==> config.mk <==
export PLATFORM = sky130hd
export DESIGN_NAME = ram_fifo_ctrl
export DESIGN_NICKNAME = d
export VERILOG_FILES = /design/src/rtl/ram_fifo_ctrl.sv
export SDC_FILE = /design/constraint.sdc
export NUM_CORES = 1
export LEC_CHECK = 0
export ABC_AREA = 0
export BUFFER_PORTS_ARGS = -buffer_cell sky130_fd_sc_hd__buf_2
export CAP_MARGIN = 20
export CELL_PAD_IN_SITES_DETAIL_PLACEMENT = 0
export CELL_PAD_IN_SITES_GLOBAL_PLACEMENT = 2
export CORE_ASPECT_RATIO = 0.8
export CORE_MARGIN = 1
export CORE_UTILIZATION = 25
export DETAILED_ROUTE_END_ITERATION = 8
export MAX_ROUTING_LAYER = met4
export PLACE_DENSITY = 0.85
export SYNTH_ARGS = -nofsm -noshare
export SYNTH_HDL_FRONTEND = slang
export SYNTH_SLANG_ARGS = --single-unit
==> constraint.sdc <==
create_clock -name Clk -period 3.1 [get_ports Clk]
set_input_delay 0.62 -clock Clk [delete_from_list [all_inputs] [get_ports Clk]]
set_output_delay 0.62 -clock Clk [all_outputs]
set_load 0.005 [all_outputs]
==> src/rtl/ram_fifo_ctrl.sv <==
// FIFO controller driving a block RAM write/read port pair.
// Define FIFO_PIPE_RD_EN when the RAM uses its registered read output.
module ram_fifo_ctrl #(
    parameter int ADDR_W = 9,
    parameter int DATA_W = 36,
    parameter int WEN_W  = 4,
    parameter int AF_THR = 2**ADDR_W-4,
    parameter int AE_THR = 4
) (
    input  logic              Clk,
    input  logic              Rst_n,
    input  logic              Flush,
    input  logic              Push,
    input  logic [DATA_W-1:0] Push_Data,
    input  logic              Pop,
    output logic [DATA_W-1:0] Pop_Data,
    output logic              Pop_Valid,
    output logic              Full,
    output logic              Empty,
    output logic              Almost_Full,
    output logic              Almost_Empty,
    output logic [ADDR_W:0]   Level,
    output logic              Overflow,
    output logic              Underflow,
    output logic [ADDR_W-1:0] WA,
    output logic [ADDR_W-1:0] RA,
    output logic [DATA_W-1:0] WD,
    output logic [WEN_W-1:0]  WEN,
    output logic              WClk_En,
    output logic              RClk_En,
    input  logic [DATA_W-1:0] RD
);

`ifdef FIFO_PIPE_RD_EN
    localparam int RD_LAT = 2;
`else
    localparam int RD_LAT = 1;
`endif

    localparam logic [ADDR_W:0] AF_L = (ADDR_W+1)'(AF_THR);
    localparam logic [ADDR_W:0] AE_L = (ADDR_W+1)'(AE_THR);

    logic [ADDR_W:0]   wr_ptr_q, wr_ptr_d;
    logic [ADDR_W:0]   rd_ptr_q, rd_ptr_d;
    logic              ovf_q, ovf_d;
    logic              udf_q, udf_d;
    logic [RD_LAT-1:0] vld_q, vld_d;
    logic [DATA_W-1:0] hold_q, hold_d;

    logic full_w, empty_w, push_ok, pop_ok;

    assign full_w  = (wr_ptr_q[ADDR_W-1:0] == rd_ptr_q[ADDR_W-1:0]) &&
                     (wr_ptr_q[ADDR_W] != rd_ptr_q[ADDR_W]);
    assign empty_w = (wr_ptr_q == rd_ptr_q);

    // Rst_n gates the strobes so the RAM sees no enables during reset
    assign push_ok = Rst_n && !Flush && Push && !full_w;
    assign pop_ok  = Rst_n && !Flush && Pop && !empty_w;

    assign WA      = wr_ptr_q[ADDR_W-1:0];
    assign RA      = rd_ptr_q[ADDR_W-1:0];
    assign WD      = Push_Data;
    assign WEN     = {WEN_W{push_ok}};
    assign WClk_En = push_ok;
    assign RClk_En = pop_ok;

    assign Full         = full_w;
    assign Empty        = empty_w;
    assign Level        = wr_ptr_q - rd_ptr_q;
    assign Almost_Full  = (Level >= AF_L);
    assign Almost_Empty = (Level <= AE_L);
    assign Overflow     = ovf_q;
    assign Underflow    = udf_q;

    assign Pop_Valid = vld_q[RD_LAT-1];
    assign Pop_Data  = Pop_Valid ? RD : hold_q;

    always_comb begin
        wr_ptr_d = wr_ptr_q + {{ADDR_W{1'b0}}, push_ok};
        rd_ptr_d = rd_ptr_q + {{ADDR_W{1'b0}}, pop_ok};
        ovf_d    = ovf_q | (Push && full_w);
        udf_d    = udf_q | (Pop && empty_w);
        hold_d   = Pop_Valid ? RD : hold_q;
`ifdef FIFO_PIPE_RD_EN
        vld_d    = {vld_q[0], pop_ok};
`else
        vld_d    = pop_ok;
`endif
        if (Flush) begin
            wr_ptr_d = '0;
            rd_ptr_d = '0;
            ovf_d    = 1'b0;
            udf_d    = 1'b0;
            vld_d    = '0;
        end
    end

    always_ff @(posedge Clk or negedge Rst_n) begin
        if (!Rst_n) begin
            wr_ptr_q <= '0;
            rd_ptr_q <= '0;
            ovf_q    <= 1'b0;
            udf_q    <= 1'b0;
            vld_q    <= '0;
            hold_q   <= '0;
        end else begin
            wr_ptr_q <= wr_ptr_d;
            rd_ptr_q <= rd_ptr_d;
            ovf_q    <= ovf_d;
            udf_q    <= udf_d;
            vld_q    <= vld_d;
            hold_q   <= hold_d;
        end
    end

endmodule

==> results.md, run 1 <==
- Largest net degree at the start of global routing: 43
- Synth Area in Simple Gates: 11.0%
- Post-synthesis mux area share: 12.3%
- Mapped Nets: 390
- Distinct cell type count after synthesis: 39
- XOR/XNOR Fraction of Synth Area: 5.85%
- Clock buffer depth: 2
- Synth Instances: 299
- RePlAce Congestion: 0.779
- I/O pin cnt: 190
- Number of global-route vias before repair: 2,416
- Post-Syn Area: 0.00329 sq mm
- CTS Buf Count: 9
- Setup WS pre-CTS: 102 ps
- Yosys synthesis warning count: 0
- Post-synthesis sequential area ratio: 44.8%
- Syn Area/Cell: 11.0 sq um
- Initial antenna violation count: 0
- Total GRT Usage: 12.2%
- Worst_ep grt: Almost_Empty
- Worst_ep kind: top-level output
- Clock sink count: 59
- Post-DP HPWL: 6.00 mm
- Hold-fix buffers, CTS: 0
- Adder-Cell Fraction of Synth Area: 5.55%
- First-pass GRT wire length: 12.3 mm
- GRT overflow: 0
- Compound-cell area share of the yosys netlist: 5.01%
- Buffers added on ports: 117
- Root Driver: clkbuf_16
- Largest family of logic cells by synthesized area: buffers and inverters
- Outcome: did not finish
- Initial Utilization: 25.6%
- Err: [ERROR DRT-0255] Maze Route cannot find path of net Push_Data[19] in worker of routeBox ( 96600 96600 ) ( 130345 104675 ).
- Cell Rows: 37
- Stopped at: detailed routing
- H-Tree Depth: 3
- Die Span X: 130 um
- Vert. Die Dim: 105 um
- Synth Register Bits: 59
-- through the flow --
stage | hold WS [ps] | instance area [sq um] | TNS, ps | cells
after global placement | 478 | 3760 | 0 | 543
after floorplan | 324 | 3290 | 0 | 299
after detailed placement | 483 | 3760 | 0 | 543
after global routing | 400 | 4130 | -237 | 562
after CTS | 388 | 4110 | -35.4 | 562
-- cell usage after synthesis --
cell type	count	area (sq um)
or3_1	2	12.5
nand2_1	3	11.3
nor4_2	1	12.5
nand4_1	3	18.8
a21o_1	2	15.0
nor2b_1	5	31.3
nor2_2	1	6.26
buf_2	2	10.0
nand3_1	10	50.1
mux2_2	36	405
and3_1	4	25.0
dfrtp_1	59	1480
o21ai_1	1	5.00
o311ai_2	1	16.3
nor3_1	2	10.0
a21o_2	1	8.76
buf_4	58	435
buf_1	1	3.75
a22o_1	1	8.76
xnor2_1	11	96.3
clkbuf_1	3	11.3
a21oi_1	7	35.0
nand4b_1	1	8.76
inv_1	13	48.8
a41o_1	1	10.0
nor2_1	26	97.6
nand2b_1	4	25.0
and3_2	1	7.51
nor4_1	1	6.26
o21a_2	1	8.76
o21a_1	1	7.51
xor2_1	11	96.3
nor4bb_1	3	30.0
o31a_4	1	17.5
a211oi_1	1	7.51
nor3_2	1	10.0
o21ai_0	5	25.0
ha_1	13	163
fa_1	1	20.0
-- layer usage --
| metal | GRT usage (%) |
|---|---|
| met5 | - |
| met3 | 4.56 |
| met2 | 16.6 |
| met1 | 16.8 |
| met4 | 3.20 |
-- kinds of logic after synthesis --
family	after synthesis
DFF	59
muxes	36
and+or+nand+nor	68
buffers and inverters	77
xor gates and xnor gates	22
AOI/OAI and AO/OA	23
adders and majority gates	14
-- timing repair --
| item | CTS | global route |
|---|---|---|
| gates resized for setup | 7 | 7 |
| buffers inserted | 3 | 0 |
| pin swaps | 4 | 1 |
| endpoints found under the setup margin | 2 | 3 |
==> inputs of run 2 (changes only) <==
- CELL_PAD_IN_SITES_DETAIL_PLACEMENT: 0 -> not set
- CELL_PAD_IN_SITES_GLOBAL_PLACEMENT: 2 -> not set
- CORE_ASPECT_RATIO: 0.8 -> not set
- CORE_UTILIZATION: 25 -> 40
- MAX_ROUTING_LAYER: met4 -> not set
- PLACE_DENSITY: 0.85 -> not set
- PLACE_DENSITY_LB_ADDON: not set -> 0.15
==> results.md, run 2 <==
- Outcome: complete, no violations
- Antenna-violating nets left: 0
- Slew headroom: 58.3%
- Crit path cell chain: inv_1 -> ha_2 -> inv_2 -> fa_2 -> a21o_2 -> a22o_4 -> a211oi_4 -> nand4b_1 -> nor4_2 -> buf_2
- Synth Instances: 299
- CTS Buf Count: 9
- Synth cell count leaders: dfrtp_1, buf_4, mux2_2
- Buffers added on ports: 117
- Initial antenna violation count: 0
- Clk_skew: 7.48 ps
- I/O pin cnt: 190
- Largest register by flop count: hold_q
- Dpl cells: 460
- Endpoints failing hold: 0
- Largest regs: hold_q (36), rd_ptr_q (10), wr_ptr_q (10)
- Hold slack: 273 ps
- Root Driver: clkbuf_8
- CP required: 2480 ps
- Slowest stage delay, CP: 380 ps
- Fin nets: 465
- Number of global-route vias before repair: 2,233
- Main flop type after synthesis: dfrtp_1
- CTS tree: done
- Crit path buf inv count: 3
- Core area: 0.00785 sq mm
- Most common cell in the netlist: dfrtp_1
- Vias post-DR: 2,287
- Yosys synthesis warning count: 0
- Drt initial violations: 51
- H-Tree Depth: 3
- Max IR drop VDD: 0.390 mV
- Hold-fix buffers, CTS: 0
- Most common cell after layout, fill and taps aside: buf_2
- Kind of end point of the critical path: output pin
- Final min period: 3050 ps
- EDFF count, synth: 0
- ANT cells: 0
- Max Freq: 328 MHz
- Die Span X: 92.8 um
- Mapped Nets: 390
- Die ar.: 0.00860 sq mm
- Power Dens Cells: 566 mW/mm^2
- Hold WC Path Type: in2async
- Vert. Die Dim: 92.8 um
- Most frequent cells in the layout: buf_2, dfrtp_1, mux2_2
- CP Class: reg2out
- Synth Register Bits: 59
- DRT Wirelength: 6.81 mm
- Yosys top cell by area: dfrtp_1
- Largest cells by area after synthesis: dfrtp_1, buf_4, mux2_2
- Top delay family on crit path: compound AO/OA/AOI/OAI gates
- P_leak: 2.06 nW
- Max_cap viols: 0
- Initial Utilization: 42.0%
- Post-synthesis sequential area ratio: 44.8%
- Final setup viols: 0
- Largest net degree at the start of global routing: 50
- Area Overhead vs Synth: 19.1%
- Initial DRT Pass Iterations: 4
- Post-layout util: 50.0%
- Final std cells w/o fill: 481
- RSZ-0062 raised after global routing: true
- Max reg flops: 36
- Clock buffer depth: 2
- CP max FO: 3
- Slew @ Worst Pin: 626 ps
- Latest clock arrival within the worst-skew pair: 330 ps
- Cell Rows: 32
- First-pass GRT wire length: 10.9 mm
- Layout cells sized above 1: 53.0%
- Post-DP HPWL: 5.05 mm
- Slew Viols, Final: 0
- Post-Syn Area: 0.00329 sq mm
- Worst Setup Start Kind: register
- GRT overflow: 0
- Period utilization: 98.3%
- Post-synth top area share: 44.8%
- Fraction of registers with async set/reset: 100%
- Total Power: 2.22 mW
- Syn Area/Cell: 11.0 sq um
- RePlAce Congestion: 0.789
- Clock sink count: 59
- Via/cell ratio: 4.75
- WP data arrival: 2430 ps
- Distinct cell type count after synthesis: 39
- Drt drc: 0
- DR WL/cell: 14.2 um
- Slowest-stage cell, CP: dfrtp_1
- Total GRT Usage: 16.6%
- Clk slew on worst S/H paths: 70 ps
[run 2: cell type report]
cell class / instances / area [sq um]
Timing Repair Buffer: 128 / 668
Clock buffer: 9 / 124
Multi-Input combinational cell: 163 / 1380
Sequential cell: 59 / 1480
Tap cell: 102 / 128
Inverter: 13 / 48.8
Fill cell: 769 / 3920
Clock inverter: 7 / 101
[run 2: what timing repair did]
item,CTS,global route
gates resized for setup,8,8
pin swaps,5,3
buffers inserted,2,3
setup endpoints to repair,2,8
cloned,0,0
[run 2: per-stage QoR]
step	area, sq um	TNS, ps	setup slack [ps]
global placement	3590	0	247
global route	3920	-140	-71.9
finish	3920	0	52.4
detailed placement	3590	0	175
CTS	3870	-12.9	-12.9
floorplan	3290	0	336
[run 2: cell families after synthesis]
| kind of cell | count (synthesis) | share of synthesized area, % |
|---|---|---|
| adder cells (fa/ha/maj) | 14 | 5.55 |
| multiplexers | 36 | 12.3 |
| AO/OA/AOI/OAI | 23 | 5.01 |
| AND/OR/NAND/NOR | 68 | 11.0 |
| flip-flops | 59 | 44.8 |
| buffers and inverters | 77 | 15.5 |
| XOR/XNOR | 22 | 5.85 |
[run 2: per-layer routing]
layer	GRT usage, %	share of wire (%)
met5	0	0
met1	21.7	46
met2	23.1	42
met3	6.90	10
met4	9.36	2.7
[run 2: path summary, 6_finish.rpt]
path                                       startpoint                     to  slack, ps  cells after the start
worst max-delay path            wr_ptr_q[0]$_DFF_PN0_           Almost_Empty         50                     10
worst min-delay path                            Rst_n     Overflow$_DFF_PN0_        270                      2
worst max register to register  wr_ptr_q[6]$_DFF_PN0_  rd_ptr_q[6]$_DFF_PN0_        280                     12
worst min register to register    hold_q[4]$_DFF_PN0_    hold_q[4]$_DFF_PN0_        500                      1
max in group asynchronous                       Rst_n  rd_ptr_q[2]$_DFF_PN0_       2210                      2
min in group Clk                  hold_q[4]$_DFF_PN0_    hold_q[4]$_DFF_PN0_        500                      1
[run 2: where the power goes]
part,switching (mW),total (mW),internal [mW]
logic,0.200,0.466,0.266
clock network,0.328,0.787,0.459
registers,0.0399,0.968,0.928
(Power assumes the default switching activity.)
